$ cat config.mk
export PLATFORM = sky130hd
export DESIGN_NAME = slowclk_edge_monitor
export DESIGN_NICKNAME = d
export VERILOG_FILES = /design/src/rtl/slowclk_edge_monitor.sv
export SDC_FILE = /design/constraint.sdc
export NUM_CORES = 1
export LEC_CHECK = 0
export ABC_AREA = 1
export CAP_MARGIN = 10
export CORE_MARGIN = 1.5
export CORE_UTILIZATION = 30
export CTS_CLUSTER_SIZE = 30
export DETAILED_ROUTE_END_ITERATION = 6
export PLACE_DENSITY = 0.59
export RECOVER_POWER = 25
export SLEW_MARGIN = 40
export SYNTH_ARGS = -nofsm -noshare
export SYNTH_HDL_FRONTEND = slang
export SYNTH_SLANG_ARGS = --single-unit
$ cat constraint.sdc
create_clock -name clk_in -period 3.8 [get_ports clk_in]
set_input_delay 0.57 -clock clk_in [delete_from_list [all_inputs] [get_ports clk_in]]
set_output_delay 0.57 -clock clk_in [all_outputs]
set_load 0.02 [all_outputs]
$ cat src/rtl/slowclk_edge_monitor.sv
// slowclk_edge_monitor: synchronizes an asynchronous slow clock into clk_in,
// emits registered rise/fall strobes, measures the slow-clock period,
// declares frequency lock and flags loss of clock.
// Optional duty-cycle checking is built when SLOWCLK_DUTY_CHECK_EN is defined.
module slowclk_edge_monitor #(
  parameter int NOM_PERIOD = 125,
  parameter int TOL        = 2,
  parameter int LOCK_COUNT = 4,
  parameter int TIMEOUT    = 256,
  parameter int CNT_W      = 9
) (
  input  logic             clk_in,
  input  logic             rst_n,
  input  logic             slow_clk,
  output logic             rise_stb,
  output logic             fall_stb,
  output logic [CNT_W-1:0] period,
  output logic             period_vld,
  output logic [CNT_W-1:0] high_time,
  output logic             duty_err,
  output logic             locked,
  output logic             lost
);

  localparam int GC_W = $clog2(LOCK_COUNT + 1);
  localparam logic [CNT_W-1:0] CNT_MAX = '1;

  typedef enum logic [1:0] {IDLE, ACQ, LOCK, LOST} state_t;

  state_t            state_q, state_d;
  logic              s1_q, s2_q, s3_q;
  logic              s1_d, s2_d, s3_d;
  logic              rise_stb_q, rise_stb_d;
  logic              fall_stb_q, fall_stb_d;
  logic              period_vld_q, period_vld_d;
  logic              locked_q, locked_d;
  logic              lost_q, lost_d;
  logic [CNT_W-1:0]  per_cnt_q, per_cnt_d;
  logic [CNT_W-1:0]  period_q, period_d;
  logic [GC_W-1:0]   good_cnt_q, good_cnt_d;

  logic rise_det, fall_det, active, meas, good_meas, timeout;

  function automatic logic [CNT_W-1:0] sat_inc(input logic [CNT_W-1:0] v);
    return (v == CNT_MAX) ? v : v + CNT_W'(1);
  endfunction

  // |p - NOM_PERIOD| <= TOL using a one-bit-wider signed difference
  function automatic logic in_tol(input logic [CNT_W-1:0] p);
    logic signed [CNT_W:0] diff;
    diff = $signed({1'b0, p}) - $signed((CNT_W+1)'(NOM_PERIOD));
    if (diff[CNT_W]) diff = -diff;
    return (diff <= $signed((CNT_W+1)'(TOL)));
  endfunction

`ifdef SLOWCLK_DUTY_CHECK_EN
  logic [CNT_W-1:0] hi_cnt_q, hi_cnt_d;
  logic [CNT_W-1:0] high_time_q, high_time_d;
  logic             duty_err_q, duty_err_d;
  logic             duty_good;

  // |2*ht - p| <= 2*TOL+1, two extra bits cover the doubling and the sign
  function automatic logic duty_ok(input logic [CNT_W-1:0] ht,
                                   input logic [CNT_W-1:0] p);
    logic signed [CNT_W+1:0] diff;
    diff = $signed({1'b0, ht, 1'b0}) - $signed({2'b00, p});
    if (diff[CNT_W+1]) diff = -diff;
    return (diff <= $signed((CNT_W+2)'(2 * TOL + 1)));
  endfunction

  assign duty_good = duty_ok(high_time_q, per_cnt_q);
`else
  logic duty_good;
  assign duty_good = 1'b1;
`endif

  assign rise_det  = s2_q & ~s3_q;
  assign fall_det  = ~s2_q & s3_q;
  assign active    = (state_q == ACQ) || (state_q == LOCK);
  assign meas      = rise_det && active;
  assign good_meas = meas && in_tol(per_cnt_q) && duty_good;
  assign timeout   = active && !rise_det && (per_cnt_q == CNT_W'(TIMEOUT));

  // Synchronizer, strobes, period counter, lock accounting and FSM next state
  always_comb begin
    s1_d         = slow_clk;
    s2_d         = s1_q;
    s3_d         = s2_q;
    rise_stb_d   = rise_det;
    fall_stb_d   = fall_det;
    period_vld_d = meas;
    period_d     = period_q;
    good_cnt_d   = good_cnt_q;
    state_d      = state_q;
    per_cnt_d    = rise_det ? CNT_W'(1) : sat_inc(per_cnt_q);

    if (meas) period_d = per_cnt_q;

    if (meas) begin
      if (!good_meas)                            good_cnt_d = '0;
      else if (good_cnt_q != GC_W'(LOCK_COUNT))  good_cnt_d = good_cnt_q + GC_W'(1);
    end
    if (timeout) good_cnt_d = '0;

    case (state_q)
      IDLE: if (rise_det) state_d = ACQ;
      ACQ: begin
        if (timeout) state_d = LOST;
        else if (good_meas && good_cnt_d == GC_W'(LOCK_COUNT)) state_d = LOCK;
      end
      LOCK: begin
        if (timeout) state_d = LOST;
        else if (meas && !good_meas) state_d = ACQ;
      end
      LOST: if (rise_det) state_d = ACQ;
      default: state_d = IDLE;
    endcase

    // locked trails the state by a cycle, but loss drops it immediately
    locked_d = (state_q == LOCK) && (state_d != LOST);
    lost_d   = (state_d == LOST);
  end

  // Control and measurement registers with synchronous active-low reset
  always_ff @(posedge clk_in) begin
    if (!rst_n) begin
      state_q      <= IDLE;
      s1_q         <= 1'b0;
      s2_q         <= 1'b0;
      s3_q         <= 1'b0;
      rise_stb_q   <= 1'b0;
      fall_stb_q   <= 1'b0;
      period_vld_q <= 1'b0;
      locked_q     <= 1'b0;
      lost_q       <= 1'b0;
      per_cnt_q    <= '0;
      period_q     <= '0;
      good_cnt_q   <= '0;
    end else begin
      state_q      <= state_d;
      s1_q         <= s1_d;
      s2_q         <= s2_d;
      s3_q         <= s3_d;
      rise_stb_q   <= rise_stb_d;
      fall_stb_q   <= fall_stb_d;
      period_vld_q <= period_vld_d;
      locked_q     <= locked_d;
      lost_q       <= lost_d;
      per_cnt_q    <= per_cnt_d;
      period_q     <= period_d;
      good_cnt_q   <= good_cnt_d;
    end
  end

`ifdef SLOWCLK_DUTY_CHECK_EN
  // High-phase counter and duty error pulse
  always_comb begin
    hi_cnt_d    = hi_cnt_q;
    high_time_d = high_time_q;
    duty_err_d  = meas && !duty_good;
    if (rise_det)  hi_cnt_d = CNT_W'(1);
    else if (s2_q) hi_cnt_d = sat_inc(hi_cnt_q);
    if (fall_det)  high_time_d = hi_cnt_q;
  end

  // Duty-check registers
  always_ff @(posedge clk_in) begin
    if (!rst_n) begin
      hi_cnt_q    <= '0;
      high_time_q <= '0;
      duty_err_q  <= 1'b0;
    end else begin
      hi_cnt_q    <= hi_cnt_d;
      high_time_q <= high_time_d;
      duty_err_q  <= duty_err_d;
    end
  end

  assign high_time = high_time_q;
  assign duty_err  = duty_err_q;
`else
  assign high_time = '0;
  assign duty_err  = 1'b0;
`endif

  assign rise_stb   = rise_stb_q;
  assign fall_stb   = fall_stb_q;
  assign period     = period_q;
  assign period_vld = period_vld_q;
  assign locked     = locked_q;
  assign lost       = lost_q;

endmodule

==> flow_summary.ini, run 1 <==
[synthesis]
ys.flop_type = dfxtp_1
synth_seq_area_share = 0.323
synth-async-reset-ratio = 0
ys_top_cells_by_count = nand2_1 (74), inv_1 (36), dfxtp_1 (31)
yosys.area.top_type = dfxtp_1
avgSynthCellArea_um2 = 6.81
synth.distinct_cells = 31
synth.ff_latch_count = 31
synth.cell_area_mm2 = 0.00192
syn_inst = 282
synth-edff-count = 0
yosysWarnings = 0
synthTopCellsByArea = dfxtp_1 (32%), nand2_1 (14%), inv_1 (7.0%)
yosysMostFrequentCell = nand2_1
synth.top_cell.area_share = 0.323

[clock_tree]
cts_buffer_depth = 2
cts_hold_buffers = 0
clk_pin_slew_ns = 0.07
clockRootBuffer = clkbuf_8
tritoncts = yes
postCtsSetupRepairBufs = 0
cts_buffers = 5
cts-resized-gates = 0
htree_levels = 2
clock-sinks = 31
clk_latency_ns = 0.29

[detailed_routing]
drc = 0
avgRoutedWirePerCell_um = 10.7
vias = 1683
routed_wl_um = 4020
drt-initial-drc-count = 90
first_pass_iters = 4
viasPerCell = 4.48
postRouteAntennaNets = 0

[sta]
setup_viol = 0
report.final.hold_viol_count = 0
worst_pin_slew_ns = 0.788
finalClockSkew_ns = 0.0100
slew_headroom = 0.475
clock.fmax_ghz = 0.379
timing.final.crit_share = 0.694
period_needed_ns = 2.64
drv_slew = 0
tns_ns = 0
rsz0062_at_grt = no
fin_hold_ws_ns = 0.416

[final_layout]
finalNetCount = 313
final_util = 0.366
area_growth_pct = 15.6
fill_cells = 659
antenna_cells = 0
drive_gt1_frac = 0.0997

[critical_path]
critPathMaxStageDelay_ns = 0.49
path_cells = inv_1 -> ha_1 -> inv_1 -> nand2_1 -> nand2_1 -> nor2_1 -> nand2_1 -> clkinv_1 -> nand2_1 -> nand3b_1 -> nand2_1 -> nand2_1 -> nor2_2 -> nand2_2 -> nand2_2 -> inv_2 -> o21ai_1 -> nand2_1 -> nand2_1 -> nand2_2 -> nand2_1 -> inv_1
path_max_fanout = 7
crit_buf_inv = 5
cp.required_ns = 3.99
cpMaxStageDelayCell = dfxtp_1
critPathLaunch = per_cnt_q[0]
critPathKind = reg2reg
cpMostUsedCell = nand2_1
critPathTopFamily = simple AND/OR/NAND/NOR gates
crit-reg2reg-launch = per_cnt_q[0]
cp.arrival_ns = 2.83
critPathLaunchType = flip-flop
end_kind = flip-flop

[global_route]
gr-total-overflow = 0
grt_pass1_vias = 1580
antenna_found_initial = 0
grt_pass1_wl_um = 7050
grt_max_degree = 21
grt_usage = 0.125

[floorplanning]
fp.dieH_um = 83.0
fp.dieW_um = 83.0
num_io_pins = 27
rows = 28
dieArea_mm2 = 0.00689
core_mm2 = 0.00606
initial_core_util = 0.317

[pwr]
leakagePower_nw = 1.07
p_clk_frac = 0.421
totalPowerFinal_w = 0.000779
power.switching_w = 0.000212
powerDensity_mw_per_mm2 = 351
peakVddDrop_mv = 0.298
p_sw_frac = 0.273
seq_power_share = 0.442
internal-power_w = 0.000566
power_frac_comb = 0.137

[outcome]
status = completed

[worst_hold_path]
hp-class = reg2reg
min_from = s1_q

[flow_run]
drv_cap = 0

[placement]
port_buffers = 16
dpl.hpwl_um = 3110
gp_congestion = 0.847
## state kept, by name (all words and copies together) (netlist names)
name	flops
period	9
per_cnt_q	9
lost	1
period_vld	1
s3_q	1
state_q	2
fall_stb	1
s2_q	1
locked	1
good_cnt_q	3
s1_q	1
rise_stb	1
## per-stage QoR
step                instances  setup slack [ns]  area [um^2]
floorplan                 291              1.49         1950
global placement          368              1.27         2110
detailed placement        368              1.18         2110
CTS                       376              1.16         2220
global route              376             0.882         2220
finish                    376              1.16         2220
## worst paths after layout
kind,endpoint,slack (ns),cells after the start
setup reg to reg,state_q[0],1.16,22
hold reg to reg,s2_q,0.42,2
hold / removal,s2_q,0.42,2
setup / recovery,state_q[0],1.16,22
## logic make-up after synthesis
family,after synthesis,share of synthesized area
AOI/OAI and AO/OA,34,0.0925
xor gates and xnor gates,7,0.0319
adders and majority gates,10,0.0651
buffers and inverters,55,0.133
DFF,31,0.323
other,1,0.00195
and+or+nand+nor,144,0.352
## per-layer routing
| metal | up-vias | part of all wire | GRT usage |
|---|---|---|---|
| met2 | 32 | 0.46 | 0.201 |
| met3 | 4 | 0.043 | 0.0368 |
| met5 | - | 0 | 0 |
| li1 | 901 | - | - |
| met1 | 746 | 0.49 | 0.161 |
| met4 | 0 | 0.0062 | 0.0348 |
## power groups by stage
stage                     Sequential [W]  Clock, W  Combinational (W)
after floorplan                 0.000353         0          0.0000881
after CTS                       0.000345  0.000335           0.000107
after detailed placement        0.000352         0           0.000106
after global placement          0.000352         0           0.000105
final                           0.000344  0.000328           0.000106
after global routing            0.000346  0.000347           0.000121
## worst register-to-register path: cells and delay by family (launching register included)
| family | cells | cell delay [ns] |
|---|---|---|
| buffers and inverters | 5 | 0.46 |
| flip-flops | 1 | 0.49 |
| AO/OA/AOI/OAI | 1 | 0.10 |
| adder cells (fa/ha/maj) | 1 | 0.28 |
| AND/OR/NAND/NOR | 15 | 1.22 |
## cell type report
type | count | area (um^2) | area share
Clock buffer | 5 | 68.8 | 0.0310
Clock inverter | 3 | 43.8 | 0.0197
Tap cell | 75 | 93.8 | 0.0423
Multi-Input combinational cell | 205 | 1080 | 0.486
Inverter | 40 | 150 | 0.0676
Sequential cell | 31 | 621 | 0.280
Timing Repair Buffer | 17 | 164 | 0.0738
## cells in the final DEF, fill, tap and decap left out, types with 2 or more instances in the layout
cell / instances
inv_2: 3
nand2_2: 7
nor2_4: 3
dfxtp_1: 31
o21ai_0: 12
a21oi_1: 18
ha_1: 10
nand3_1: 19
o21ai_1: 2
nand3b_1: 2
nand4_1: 5
xor2_1: 5
clkbuf_8: 5
nand2_4: 3
nor2_2: 2
xnor2_1: 2
nor3_1: 4
clkdlybuf4s50_1: 15
nand2_1: 74
nor2_1: 20
conb_1: 10
inv_1: 36
No activity file was read; power rests on OpenSTA's default activity.
==> run 2, diff against run 1 <==
--- a/config.mk
+++ b/config.mk
@@ -11,7 +11,7 @@
 export CORE_UTILIZATION = 30
 export CTS_CLUSTER_SIZE = 30
 export DETAILED_ROUTE_END_ITERATION = 6
-export PLACE_DENSITY = 0.59
+export PLACE_DENSITY = 0.61
 export RECOVER_POWER = 25
 export SLEW_MARGIN = 40
 export SYNTH_ARGS = -nofsm -noshare
==> constraint.sdc (replaced) <==
create_clock -name clk_in -period 2.31 [get_ports clk_in]
set_input_delay 0.3465 -clock clk_in [delete_from_list [all_inputs] [get_ports clk_in]]
set_output_delay 0.3465 -clock clk_in [all_outputs]
set_load 0.02 [all_outputs]
==> run 2 against run 1 <==
  * Final cell count increased by 3.5%
  * Sequential share of layout area decreased by 2.1 points
  * Fmax increased by 18%
  * Setup slack got worse by 1.1 ns
  * Routed wire length increased by 7.5%
  * Total power increased by 71%
  * First-iteration DRC count decreased by 28%
  * Combinational power increased by 120%
  * Critical path type unchanged
==> flow_summary.ini, run 2 (synthesized netlist as in run 1, its figures left out) <==
[clock_tree]
clockRootBuffer = clkbuf_8
cts_buffers = 5
clock-sinks = 31
tritoncts = yes
clk_pin_slew_ns = 0.07
htree_levels = 2
clk_latency_ns = 0.28
cts_buffer_depth = 2
cts_hold_buffers = 0

[critical_path]
critPathKind = reg2reg
crit_buf_inv = 3
ff2ff_path_depth = 19
critPathTopFamily = simple AND/OR/NAND/NOR gates
cp.required_ns = 2.49
critPathLaunchType = flip-flop
r2r_end = lost
cp.arrival_ns = 2.41
rrSetupSlack_ns = 0.08
critPathMaxStageDelay_ns = 0.36
crit_path_end = lost
cpMaxStageDelayCell = dfxtp_2
end_kind = flip-flop
critPathLaunch = per_cnt_q[0]
crit-reg2reg-launch = per_cnt_q[0]
path_max_fanout = 5
path_cells = inv_4 -> ha_4 -> buf_4 -> nor2_2 -> nand3_2 -> nand2_1 -> xnor2_1 -> or2_0 -> nand2_1 -> nor2_4 -> nand2_4 -> nand2_4 -> inv_2 -> o21ai_2 -> nand2_1 -> nand2_1 -> nand2_2 -> nand2_2 -> nor2_1
critical_path_cell_count = 19
cpMostUsedCell = nand2_1

[placement]
placed_area_mm2 = 0.00217
gp_congestion = 0.865
dpl.hpwl_um = 3170
port_buffers = 16

[detailed_routing]
vias = 1778
first_pass_iters = 4
routed_wl_um = 4320
postRouteAntennaNets = 0
viasPerCell = 4.57
avgRoutedWirePerCell_um = 11.1
drt-initial-drc-count = 65
drc = 0

[floorplanning]
fp.dieW_um = 83.0
dieArea_mm2 = 0.00689
rows = 28
initial_core_util = 0.317
core_mm2 = 0.00606
fp.dieH_um = 83.0
num_io_pins = 27

[pwr]
power.switching_w = 0.000373
internal-power_w = 0.000962
totalPowerFinal_w = 0.00133
p_clk_frac = 0.403
leakagePower_nw = 1.20
p_sw_frac = 0.279
peakVddDrop_mv = 0.354
powerDensity_mw_per_mm2 = 546
power_frac_comb = 0.175
seq_power_share = 0.421

[global_route]
antenna_found_initial = 0
grt_usage = 0.126
grt_pass1_wl_um = 7220
gr-total-overflow = 0
grt_max_degree = 21
grt_pass1_vias = 1674

[sta]
finalClockSkew_ns = 0.00273
report.final.hold_viol_count = 0
period_needed_ns = 2.23
drv_slew = 0
setup_viol = 0
clock.fmax_ghz = 0.448
tns_ns = 0
rsz0062_at_grt = yes
timing.final.crit_share = 0.966

[final_layout]
mostFrequentLayoutCell = nand2_1
area_growth_pct = 27.2
most-common-layout-cells = nand2_1 (66), inv_1 (32), dfxtp_1 (24)
finalNetCount = 326
antenna_cells = 0
drive_gt1_frac = 0.223
final_area_mm2 = 0.00244

[outcome]
status = completed

[worst_hold_path]
hp-class = reg2reg

[flow_run]
drv_cap = 0
run 2: cell count changes in the layout (fill, tap and decap cells not counted), moves of 3 or more:
cell,change
clkdlybuf4s50_1,-3
nand2_1,-8
dfxtp_1,-7
inv_1,-4
nand2_4,+4
buf_4,+13
dfxtp_2,+6
nand2_2,+4
dlygate4sd3_1,+3
run 2: how the worst min path moves through the flow:
stage               start   end  slack [ns]  cells past startpoint
floorplan            s1_q  s2_q        0.39                      2
global placement     s1_q  s2_q        0.39                      2
detailed placement   s1_q  s2_q        0.40                      2
CTS                  s1_q  s2_q        0.42                      2
global route         s1_q  s2_q        0.42                      2
finish               s1_q  s2_q        0.41                      2
run 2: tightest hold or removal path: stages (launching register included):
cell     delay (ns)
dfxtp_1        0.31
nand2_1        0.05
inv_1          0.04
run 2: per-stage QoR:
stage	instances	utilization	setup slack [ns]	hold slack, ns
finish	389	0.403	0.0787	0.413
global route	389	0.403	-0.148	0.423
CTS	384	0.377	0.00481	0.416
detailed placement	376	0.358	-0.00667	0.399
global placement	376	0.358	0.0754	0.392
floorplan	291	-	0.00337	0.390
run 2: power groups by stage:
| stage | Combinational [W] | Sequential (W) | Clock [W] |
|---|---|---|---|
| after CTS | 0.000196 | 0.000561 | 0.000549 |
| after detailed placement | 0.000194 | 0.000573 | 0 |
| after global routing | 0.000259 | 0.000564 | 0.000573 |
| after floorplan | 0.000145 | 0.000581 | 0 |
| final | 0.000234 | 0.000562 | 0.000538 |
| after global placement | 0.000192 | 0.000572 | 0 |
run 2: per-layer routing:
metal	track usage	wire, um	vias up
met5	0	0	-
met2	0.210	1980	33
li1	-	-	921
met4	0.0500	87	0
met1	0.153	2130	814
met3	0.0338	125	10
run 2: area by class of cell:
type,count,area (um^2)
Clock buffer,5,68.8
Clock inverter,3,43.8
Fill cell,622,3620
Inverter,40,155
Multi-Input combinational cell,205,1180
Sequential cell,31,632
Tap cell,75,93.8
Timing Repair Buffer,30,269
run 2: repair_timing:
| item | CTS | global route |
|---|---|---|
| pin swaps | 0 | 13 |
| setup buffers | 0 | 5 |
| resized for setup | 2 | 36 |
| setup endpoints to repair | 3 | 4 |
==> run 3, diff against run 2 <==
--- a/config.mk
+++ b/config.mk
@@ -7,10 +7,12 @@
 export LEC_CHECK = 0
 export ABC_AREA = 1
 export CAP_MARGIN = 10
+export CORE_ASPECT_RATIO = 0.6
 export CORE_MARGIN = 1.5
 export CORE_UTILIZATION = 30
 export CTS_CLUSTER_SIZE = 30
 export DETAILED_ROUTE_END_ITERATION = 6
+export GPL_TIMING_DRIVEN = 0
 export PLACE_DENSITY = 0.61
 export RECOVER_POWER = 25
 export SLEW_MARGIN = 40
==> run 3 against run 2 <==
  * Die area rose by 0.23%
  * Final cell count increased by 4.9%
  * Critical path depth did not move
  * Sequential share of layout area fell by 0.67 points
  * Sequential power hardly changed
  * Total power is 7.4% lower
  * Flip-flop and latch count stayed put
  * Clock-buffer cell count did not move
  * Register-to-register slack barely moved
  * Utilization rose by 0.47 points
  * First-iteration DRC count grew 69%
  * Largest cell class unchanged
  * Highest routed layer unchanged
==> flow_summary.ini, run 3 (synthesized netlist as in run 1, its figures left out) <==
[clock_tree]
htree_levels = 2
clk_latency_ns = 0.28
cts_buffer_depth = 2
cts_buffers = 5
clk_pin_slew_ns = 0.07
clock-sinks = 31
cts_hold_buffers = 0
tritoncts = yes
clockRootBuffer = clkbuf_8

[placement]
placed_area_mm2 = 0.00222
gp_congestion = 0.904
dp_worst_setup_slack_ns = -0.407
dpl.hpwl_um = 3490
dp_cells = 391
port_buffers = 16

[critical_path]
critPathLaunchType = flip-flop
critPathKind = reg2reg
r2r_end = lost
critPathLaunch = per_cnt_q[3]
ff2ff_path_depth = 19
cp.arrival_ns = 2.40
cp.required_ns = 2.49
end_kind = flip-flop
rrSetupSlack_ns = 0.08
crit_path_end = lost
path_max_fanout = 6
crit-reg2reg-launch = per_cnt_q[3]

[sta]
report.final.hold_viol_count = 0
fin_hold_ws_ns = 0.415
timing.final.crit_share = 0.964
rsz0062_at_grt = yes
clock.fmax_ghz = 0.449
setup_viol = 0
finalClockSkew_ns = 0.00861
worst_slack_ns = 0.0825
drv_slew = 0
period_needed_ns = 2.23

[worst_hold_path]
hold_depth = 1
hp-class = reg2reg

[global_route]
gr-total-overflow = 0
grt_pass1_wl_um = 7880
grt_usage = 0.146
grt_pass1_vias = 1622
antenna_found_initial = 0
grt_max_degree = 12

[pwr]
leakagePower_nw = 1.21
peakVddDrop_mv = 0.203
powerDensity_mw_per_mm2 = 494

[floorplanning]
fp.dieH_um = 65.0
initial_core_util = 0.313
rows = 22
num_io_pins = 27
fp.dieW_um = 106
core_mm2 = 0.00614
dieArea_mm2 = 0.00691

[final_layout]
area_growth_pct = 30.4
final_area_mm2 = 0.00250
mostFrequentLayoutCell = nand2_1
stdcell_count = 408
final_util = 0.408
antenna_cells = 0
most-common-layout-cells = nand2_1 (66), inv_1 (32), dfxtp_1 (27), nand3_1 (19), buf_4 (19)
drive_gt1_frac = 0.225
finalNetCount = 336

[detailed_routing]
drc = 0
routed_wl_um = 4670
avgRoutedWirePerCell_um = 11.5
vias = 1804
drt-initial-drc-count = 110
first_pass_iters = 4
viasPerCell = 4.42
postRouteAntennaNets = 0

[flow_run]
drv_cap = 0

[outcome]
status = completed
## run 3: changes by cell type in the layout (fill, tap and decap cells not counted), sizes merged
cell      previous run  this run
buf                 14        20
bufinv               1         0
clkbuf               5         8
clkinv               3         2
clkinvlp             0         2
nor2                25        26
## run 3: worst max-delay path: stages, from the launching register on
cell and delay (ns):
dfxtp_2 0.40, nand2_2 0.14, nor2_4 0.17, nand2_1 0.09
inv_1 0.15, nor2_2 0.08, nand2_1 0.06, nand2_1 0.05
nor2b_1 0.10, nand3_1 0.12, nor2_4 0.15, nand2_2 0.07
nand2_2 0.07, inv_2 0.04, o21ai_2 0.10, nand2_1 0.06
nand2_1 0.08, nand2_2 0.07, nand2_2 0.06, nor2_1 0.04
## run 3: cell type report
class,instances,area [um^2]
multi-input combinational,206,1190
clock buffer,5,68.8
timing repair buffer,24,220
clock inverter,3,20.0
fill,629,3630
buffer,15,105
tap,84,105
inverter,40,165
sequential,31,631
## run 3: metrics by stage
step                TNS, ns  power, W
global route         -0.455   0.00131
finish                    0   0.00124
CTS                       0   0.00122
floorplan                 0  0.000726
detailed placement    -1.55  0.000773
global placement      -1.40  0.000771
## run 3: worst min path at each step
stage               startpoint        to  slack (ns)
global placement          s1_q      s2_q        0.40
global route              s1_q      s2_q        0.46
floorplan                 s1_q      s2_q        0.39
CTS                       s1_q      s2_q        0.42
detailed placement        s1_q      s2_q        0.40
finish                    s3_q  rise_stb        0.42
## run 3: metal layers
metal | GRT usage | vias up | wire length, um
met5 | 0 | - | 0
met4 | 0.0203 | 0 | 4
met3 | 0.0402 | 2 | 242
met2 | 0.194 | 36 | 1780
met1 | 0.230 | 816 | 2650
li1 | - | 950 | -
## run 3: repair_timing
item	4_1_cts	5_1_grt
pin swaps	1	16
setup endpoints to repair	7	4
hold endpoints to repair	0	0
cloned	0	1
buffers inserted	2	6
resized for setup	16	23
## run 3: report_power, final
| group | internal [W] | switching, W | leakage (nW) |
|---|---|---|---|
| combinational | 0.000100 | 0.000148 | 0.914 |
| sequential | 0.000550 | 0.0000119 | 0.253 |
| clock | 0.000209 | 0.000215 | 0.0402 |
